`src/rtl/if_stage_pkg.sv`:
```
// Shared pipeline definitions for the instruction-fetch stage
// and the IF/ID register that follows it.
package if_stage_pkg;

    localparam logic [31:0] NOP_INSTRUCTION = 32'hE000_0000;
    localparam logic [31:0] PC_STEP         = 32'd4;
    localparam logic [31:0] PC_ALIGN_MASK   = 32'hFFFF_FFFC;

    typedef enum logic [1:0] {
        FETCH = 2'd0,
        HOLD  = 2'd1,
        DROP  = 2'd2
    } if_state_e;

endpackage

```
`src/rtl/if_stage.sv`:
```
// Instruction fetch: owns the pc, fetches over req/ack, and presents
// an instruction or a NOP bubble to the IF register every cycle.
import if_stage_pkg::*;

module if_stage #(
    parameter logic [31:0] RESET_PC = 32'h0000_0000
) (
    input  logic        clk,
    input  logic        rst,
    input  logic        freeze,
    input  logic        branch_taken,
    input  logic [31:0] branch_address,
    output logic        imem_req,
    output logic [31:0] imem_addr,
    input  logic        imem_ack,
    input  logic [31:0] imem_rdata,
    output logic [31:0] PC,
    output logic [31:0] Instruction,
    output logic        if_valid
);

    if_state_e   state;
    logic [31:0] pc;
    logic [31:0] pc_next;
    logic [31:0] hold_buf;
    logic [31:0] drop_addr;

    assign pc_next = pc + PC_STEP;

    // DROP keeps driving the address of the fetch that cannot be aborted
    always_comb begin
        imem_req    = (state != HOLD);
        imem_addr   = (state == DROP) ? drop_addr : pc;
        PC          = 32'h0;
        Instruction = NOP_INSTRUCTION;
        if_valid    = 1'b0;
        unique case (state)
            FETCH: begin
                if (imem_ack && !branch_taken) begin
                    PC          = pc_next;
                    Instruction = imem_rdata;
                    if_valid    = 1'b1;
                end
            end
            HOLD: begin
                if (!branch_taken) begin
                    PC          = pc_next;
                    Instruction = hold_buf;
                    if_valid    = 1'b1;
                end
            end
            default: ;
        endcase
    end

    always_ff @(posedge clk or posedge rst) begin
        if (rst) begin
            state     <= FETCH;
            pc        <= RESET_PC & PC_ALIGN_MASK;
            hold_buf  <= NOP_INSTRUCTION;
            drop_addr <= RESET_PC & PC_ALIGN_MASK;
        end else if (branch_taken) begin
            pc <= branch_address & PC_ALIGN_MASK;
            unique case (state)
                FETCH: begin
                    if (!imem_ack) begin
                        state     <= DROP;
                        drop_addr <= pc;
                    end
                end
                HOLD: state <= FETCH;
                DROP: begin
                    if (imem_ack) state <= FETCH;
                end
                default: state <= FETCH;
            endcase
        end else begin
            unique case (state)
                FETCH: begin
                    if (imem_ack) begin
                        if (freeze) begin
                            hold_buf <= imem_rdata;
                            state    <= HOLD;
                        end else begin
                            pc <= pc_next;
                        end
                    end
                end
                HOLD: begin
                    if (!freeze) begin
                        pc    <= pc_next;
                        state <= FETCH;
                    end
                end
                DROP: begin
                    if (imem_ack) state <= FETCH;
                end
                default: state <= FETCH;
            endcase
        end
    end

endmodule
```
`config.mk`:
```
export PLATFORM = sky130hd
export DESIGN_NAME = if_stage
export DESIGN_NICKNAME = d
export VERILOG_FILES = /design/src/rtl/if_stage_pkg.sv /design/src/rtl/if_stage.sv
export SDC_FILE = /design/constraint.sdc
export NUM_CORES = 1
export LEC_CHECK = 0
export CORE_MARGIN = 3
export CORE_UTILIZATION = 30
export DETAILED_ROUTE_END_ITERATION = 8
export PLACE_DENSITY_LB_ADDON = 0.05
export SKIP_LAST_GASP = 1
export SYNTH_ARGS = -nofsm -noshare
export SYNTH_HDL_FRONTEND = slang
export SYNTH_SLANG_ARGS = --single-unit
```
`constraint.sdc`:
```
create_clock -name clk -period 3.56 [get_ports clk]
set_clock_uncertainty 0.05 [all_clocks]
set_input_delay 0.712 -clock clk [delete_from_list [all_inputs] [get_ports clk]]
set_output_delay 0.712 -clock clk [all_outputs]
set_load 0.1 [all_outputs]
```
; Word level (Yosys, flattened, before mapping)
; Index checks and enable logic that the tools add are counted.
; W data, S select, Z words.
[classes]
bitwise = 2
muxes = 22
n_eq_ne = 7
n_reduce_logical = 8
addsub = 1
[op_table]
columns = cell, n
row1 = $mux W32, 8
row2 = $pmux W32 S2, 3
row3 = $add A32 B3 Y32 const B, 1
row4 = $mux W2, 6
row5 = $ne A3 B3 Y1 const B, 4
row6 = $reduce_and A4 Y1, 2
row7 = $pmux W2 S3, 1
row8 = $pmux W2 S2, 1
row9 = $reduce_and A3 Y1, 1
row10 = $reduce_bool A3 Y1, 1
row11 = $eq A2 B1 Y1 const B, 1
row12 = $eq A2 B2 Y1 const B, 1
row13 = $logic_not A2 Y1, 1
row14 = $mux W1, 2
row15 = $ne A2 B1 Y1 const B, 1
row16 = $not A1 Y1, 2
row17 = $pmux W1 S2, 1
row18 = $reduce_and A2 Y1, 1
row19 = $logic_and A1 B1 Y1, 1
row20 = $logic_not A1 Y1, 1
[totals]
elab_cells = 44
reg_bits = 98
inputBits = 69
out_inout_bits = 98

; Depth between registers and ports, before layout
; Gate-level depths: netlist of run 1.
[logic_depth]
ltp_word = 5
mapped_depth = 8
mapped_depth_nobuf = 6

; Worst setup path before layout of run 1
; No wires, ideal clock.
[synth_path]
path_type = input-to-output
start = input port branch_taken
end = output port PC[27]
required_time_ns = 2.798
setup_slack_ns = -1.200
cell_stages = 6
t_arrival_ns = 3.998
path_cell_list = clkbuf_1 nor4b_1 nor2_1 inv_1 nand2_1 mux2i_1
[synth_via]
elab_chain_cells = 4
elab_cells_between_ends = 5
classes_between = mux: 3 / reduce/logical: 2
[synth_lines]
columns = item, line_no
row1 = "start, declared", if_stage.sv:11  ; input logic branch_taken,
row2 = $logic_not A1 Y1, n/a
row3 = $logic_and A1 B1 Y1, if_stage.sv:39  ; if (imem_ack && !branch_taken) begin
row4 = $mux W32, if_stage.sv:39
row5 = $pmux W32 S2 *, if_stage.sv:37  ; unique case (state)
row6 = "end, declared", if_stage.sv:17  ; output logic [31:0] PC,
; Every way passes the cells marked *; elsewhere a longest branch is shown, timed or not.

; Worst setup path in the final report of run 1
[layout_path]
start = register pc[17]
end = output port PC[25]
[layout_via]
elab_chain_cells = 3
elab_cells_between_ends = 4
classes_between = add/sub: 1 / mux: 3
[layout_lines]
columns = item, line_no
row1 = "start, declared", if_stage.sv:23  ; logic [31:0] pc;
row2 = "start signal, assigned", if_stage.sv:59  ; pc <= RESET_PC & PC_ALIGN_MASK;
row3 = "start signal, assigned", if_stage.sv:63  ; pc <= branch_address & PC_ALIGN_MASK;
row4 = "start signal, assigned", if_stage.sv:85  ; pc <= pc_next;
row5 = $add A32 B3 Y32 *, if_stage.sv:28  ; assign pc_next = pc + PC_STEP;
row6 = "$mux W32, on equally long branches", "if_stage.sv:46, if_stage.sv:39"
row7 = $pmux W32 S2 *, if_stage.sv:37
; Marks and branches as above.

==> reports/metrics.cfg, run 1 <==
[drt]
drtAntennaViolNets = 0
first_pass_iters = 5
post_drt_wl_per_cell_um = 19.0
drt_first_iter_violations = 250
drt_wl_total_mm = 17.9
drc = 0
vias_per_cell = 5.32
via_count = 5016

[timing]
setup_tns_ps = 0
max_slew.worst_pin.slew_ps = 857
relSlewSlack_pct = 42.7
drv_slew = 0
hold_viol = 0
setup_viol = 0
finalCriticalPeriod_ps = 3450
setup_ws_ps = 109
rsz0062_at_grt = yes
period_share_pct = 96.9
fmax_ghz = 0.290

[global_route]
grt_pass1_wl_mm = 28.8
track_usage_pct = 18.0
overflow = 0
grt_pass1_vias = 5222
antenna_found_initial = 0
grt_max_degree = 49

[setup_path]
worst-setup-path-type = reg -> out
crit_path_start_kind = flip-flop
critPathArrivalTime_ps = 2690
r2r_end = pc[29]
path_max_fanout = 26
crit_required_ps = 2800
end_kind = primary output
worstReg2RegStart = state[1]
reg2reg_slack_ps = 1200
worstRegToRegCells = 4

[placement]
post-place-ws_ps = -23.7
io_buffers = 160
dp.final_hpwl_mm = 13.2
dp_cells = 928
gp_routability_congestion = 0.793

[yosys]
ys_types = 47
postSynthCellCount = 568
synth_area_um2 = 5620
ys_seq_area_share_pct = 41.9
synth_edf_count = 0
synth_top_flop_cell = dfrtp_1
synthArstFlopShare_pct = 100
ys_seq_elements = 94
syn_avg_cell_area_um2 = 9.90
yosysWarnings = 0

[floorplan]
die_w_um = 143
core_area_um2 = 18200
rows = 49
dieHeight_um = 143
ios = 167
start_util_pct = 30.9
die_area_um2 = 20400

[layout]
layout.cells.non_filler = 943
layout.nets = 780
final_util_pct = 46.6
area_growth_syn_to_layout_pct = 51.0
drive_gt1_share_pct = 38.0
diodes = 0
final_cell_mix = mux2_2 (88), dfrtp_1 (88), buf_12 (69)

[pwr]
p_per_area_nw_per_um2 = 491
ir_drop_mv = 0.271
p_leak_nw = 3.25

[flow_run]
cap_violations = 0

[cts]
clock-sinks = 94
numCtsBuffers = 9
cts_tree = done
clk_pin_slew_ps = 70
clockBufferDepth = 2
htreeDepth = 3
cts_root_buffer = clkbuf_16
clk_latency_ps = 340

[min_path]
hold_depth = 1
worstHoldStart = drop_addr[2]
min_path_type = reg -> reg
whs_endpoint = drop_addr[2]

[run_status]
status = completed

==> state kept, by name (all words and copies together) (netlist names) <==
register / cells
pc: 30
drop_addr: 30
state: 2
hold_buf: 32
==> cell usage after synthesis, types with 6 or more instances <==
cell type	instances	area, um2
a22o_1	29	254
a21oi_1	17	85.1
or3_1	12	75.1
xnor2_1	16	140
dfrtp_1	91	2280
nor3_1	11	55.1
o21ai_0	23	115
a31oi_1	16	100
nor4_1	9	56.3
inv_1	6	22.5
nand2_1	33	124
o31ai_1	22	165
nand3_1	11	55.1
clkbuf_1	44	165
nor2_1	38	143
nand4_1	16	100
or4_1	18	135
mux2_2	88	991
==> metrics by stage <==
stage               hold slack, ps  power (mW)  cell area [um2]
floorplan                      425        2.71             5690
global placement               433        3.21             8170
detailed placement             441        3.23             8170
CTS                            458        4.21             8470
global route                   466        4.36             8480
finish                         453        4.16             8480
==> layout make-up <==
cell class	instances	area, um2
fillers	1734	9720
multi-input cells	410	3080
repair buffers	188	2440
flip-flops and latches	94	2360
well taps	229	287
clock buffers	11	233
clock inverters	4	48.8
inverters	7	32.5
==> critical path, stage by stage (launching register included) <==
cell	delay, ps
dfrtp_1	480
nand4_1	230
or3_1	410
buf_4	230
or4_1	480
a21oi_1	290
buf_12	220
==> cells by family after synthesis <==
group	Yosys count	share of synthesized area, %
AO/OA/AOI/OAI	118	14.5
XOR/XNOR	19	2.96
adder cells (fa/ha/maj)	1	0.223
buffers and inverters	67	5.16
flip-flops	94	41.9
multiplexers	90	18.0
other	1	0.0667
AND/OR/NAND/NOR	178	17.2
==> worst max path at each step <==
stage / startpoint / end / slack, ps / depth (start not counted)
floorplan: pc[2] / PC[30] / -550 / 6
global placement: branch_taken / PC[27] / 3 / 8
detailed placement: branch_taken / PC[3] / -20 / 7
CTS: pc[18] / PC[21] / 30 / 6
global route: pc[4] / PC[27] / -40 / 7
finish: pc[17] / PC[25] / 110 / 6
==> routing by layer <==
layer  vias to the layer above  track usage (%)  routed length, um
li1                       2395                -                  -
met1                      2476             24.6               8040
met2                       129             28.0               8520
met3                        16             4.52               1100
met4                         0             5.55                261
met5                         -                0                  0
==> power by group <==
group	total (mW)	internal, mW	switching [mW]
Sequential	1.45	1.29	0.160
Clock	0.957	0.541	0.417
Combinational	1.75	0.618	1.14
==> timing repair <==
item / 4_1_cts / 5_1_grt
gates resized for setup: 3 / 7
hold buffers: 0 / 0
buffers inserted: 0 / 0
pin swaps: 0 / 0
endpoints found under the setup margin: 7 / 11
No activity file was read; power rests on OpenSTA's default activity.
==> run 2, diff against run 1 <==
Settings changed: SLEW_MARGIN from default to 20.
==> results of run 2 <==
No change in the layout: final DEF, timing and power equal those of run 1.
==> run 3, diff against run 2 <==
--- a/constraint.sdc
+++ b/constraint.sdc
@@ -4,2 +4,2 @@
 set_output_delay 0.712 -clock clk [all_outputs]
-set_load 0.1 [all_outputs]
+set_load 0.05 [all_outputs]
==> run 3 against run 2 <==
Against the previous run: via count up 0.32%; wire length down 0.15%; clock-buffer cell count unchanged; core utilization down 0.42 points; highest routed layer unchanged; sequential share of layout area up 0.21 points; largest power group is now sequential cells; die area unchanged; global-route usage down 0.30 points; hold slack worse by 2.6 ps; critical path depth unchanged.
==> reports/metrics.cfg, run 3 (synthesis gave the netlist of run 1 again) <==
[timing]
setup_tns_ps = 0  ; unchanged
setup_viol = 0  ; unchanged
hold_viol = 0  ; unchanged
finalCriticalPeriod_ps = 3460  ; was 3450 ps
period_share_pct = 97.1  ; was 96.9%
max_slew.worst_pin.slew_ps = 894  ; was 857 ps
rsz0062_at_grt = yes  ; unchanged
relSlewSlack_pct = 40.2  ; was 42.7%
fmax_ghz = 0.289  ; was 0.290 GHz
drv_slew = 0  ; unchanged

[cts]
numCtsBuffers = 9  ; unchanged
htreeDepth = 3  ; unchanged
clk_latency_ps = 350  ; was 340 ps
clockBufferDepth = 2  ; unchanged
clock-sinks = 94  ; unchanged
cts_tree = done  ; unchanged
clk_pin_slew_ps = 60  ; was 70 ps
cts_root_buffer = clkbuf_16  ; unchanged
cts_hold_buf = 0  ; unchanged

[layout]
regMostFlops = hold_buf  ; unchanged
final_cell_mix = dfrtp_1 (91), mux2_2 (88), clkdlybuf4s50_1 (85)  ; was mux2_2 (88), dfrtp_1 (88), buf_12 (69)
final_util_pct = 46.2  ; was 46.6%
fillers = 1732  ; was 1734
layout.nets = 781  ; was 780
drive_gt1_share_pct = 31.7  ; was 38.0%
largest_register_ffs = 32  ; unchanged
reg_top3 = hold_buf x32, drop_addr x30, pc x30  ; unchanged
final_area_um2 = 8410  ; was 8480 um2
diodes = 0  ; unchanged
area_growth_syn_to_layout_pct = 49.6  ; was 51.0%
final_common_cell = dfrtp_1

[placement]
io_buffers = 160  ; unchanged
gp_routability_congestion = 0.806  ; was 0.793
placed_cell_area_um2 = 8080  ; was 8170 um2
dp.final_hpwl_mm = 13.0  ; was 13.2 mm

[floorplan]
start_util_pct = 30.9  ; unchanged
die_area_um2 = 20400  ; unchanged
core_area_um2 = 18200  ; unchanged
dieHeight_um = 143  ; unchanged
ios = 167  ; unchanged
die_w_um = 143  ; unchanged
rows = 49  ; unchanged

[drt]
drt_first_iter_violations = 276  ; was 250
drt_wl_total_mm = 17.9  ; about the same
post_drt_wl_per_cell_um = 18.9  ; was 19.0 um
drtAntennaViolNets = 0  ; unchanged
via_count = 5032  ; was 5016
first_pass_iters = 5  ; unchanged
drc = 0  ; unchanged
vias_per_cell = 5.32  ; about the same

[run_status]
status = completed  ; unchanged

[global_route]
grt_pass1_vias = 5123  ; was 5222
track_usage_pct = 17.7  ; was 18.0%
overflow = 0  ; unchanged
grt_pass1_wl_mm = 28.3  ; was 28.8 mm
grt_max_degree = 48  ; was 49
antenna_found_initial = 0  ; unchanged

[pwr]
p_int_mw = 2.46  ; was 2.45 mW
clkPwrFrac_pct = 26.3  ; was 23.0%
seq_power_share_pct = 38.4  ; was 34.9%
power_switching_mw = 1.31  ; was 1.71 mW
comb_power_share_pct = 35.3  ; was 42.1%
p_leak_nw = 3.21  ; was 3.25 nW
swShare_pct = 34.8  ; was 41.2%
ir_drop_mv = 0.264  ; was 0.271 mV
p_per_area_nw_per_um2 = 448  ; was 491 nW/um2

[setup_path]
crit_path_start_kind = flip-flop  ; unchanged
path_max_fanout = 26  ; unchanged
end_kind = primary output  ; unchanged
crit_required_ps = 2800  ; about the same
worst-setup-path-type = reg -> out  ; unchanged
critPathArrivalTime_ps = 2690  ; about the same

[flow_run]
cap_violations = 0  ; unchanged

[min_path]
min_path_type = reg -> reg  ; unchanged

==> run 3: cell type report <==
cell class | instances | area, um2 | area share [%]
clock buffers | 11 | 243 | 2.89
flip-flops and latches | 94 | 2360 | 28.0
multi-input cells | 410 | 3030 | 36.0
inverters | 7 | 28.8 | 0.342
well taps | 229 | 287 | 3.41
clock inverters | 5 | 58.8 | 0.699
repair buffers | 189 | 2410 | 28.6
==> run 3: metrics by stage <==
stage	hold slack [ps]	worst slack [ps]	total power, mW	std cells
2_1_floorplan	425	68.2	2.28	571
3_3_place_gp	434	3.94	2.78	929
3_5_place_dp	441	-8.17	2.80	929
4_1_cts	456	54.1	3.81	945
5_1_grt	469	1.72	3.96	945
6_report	451	105	3.77	945
==> run 3: power groups by stage <==
stage	combinational (mW)	clock (mW)	sequential [mW]
2_1_floorplan	0.887	0	1.39
3_3_place_gp	1.32	0	1.45
3_5_place_dp	1.34	0	1.46
4_1_cts	1.34	1.02	1.45
5_1_grt	1.41	1.07	1.48
6_report	1.33	0.992	1.45
==> run 3: worst paths after layout <==
check / from / to / slack (ps) / depth (start not counted)
worst max-delay path: pc[15] / PC[23] / 100 / 6
worst min-delay path: drop_addr[19] / drop_addr[19] / 450 / 1
worst max register to register: pc[2] / pc[16] / 1120 / 7
worst min register to register: drop_addr[19] / drop_addr[19] / 450 / 1
max in group asynchronous: rst / hold_buf[30] / 2140 / 3
min in group asynchronous: rst / drop_addr[9] / 660 / 2
==> run 3: timing repair <==
item	CTS	global route
gates resized for setup	2	3
setup endpoints to repair	6	8
setup buffers	0	0
==> run 3: worst max-delay path: stages (launching register included) <==
cell and delay [ps]:
dfrtp_1 550, nand4_1 220, or3_1 370, buf_4 220, or4_1 480, a21oi_1 330
buf_12 190
==> run 3: per-layer routing <==
metal  track usage, %  vias up  wire length [um]
met5                0        -                 0
met4             5.50        0               320
met3             4.15       20               956
met2             27.6      137              8400
met1             24.4     2482              8220
li1                 -     2393                 -
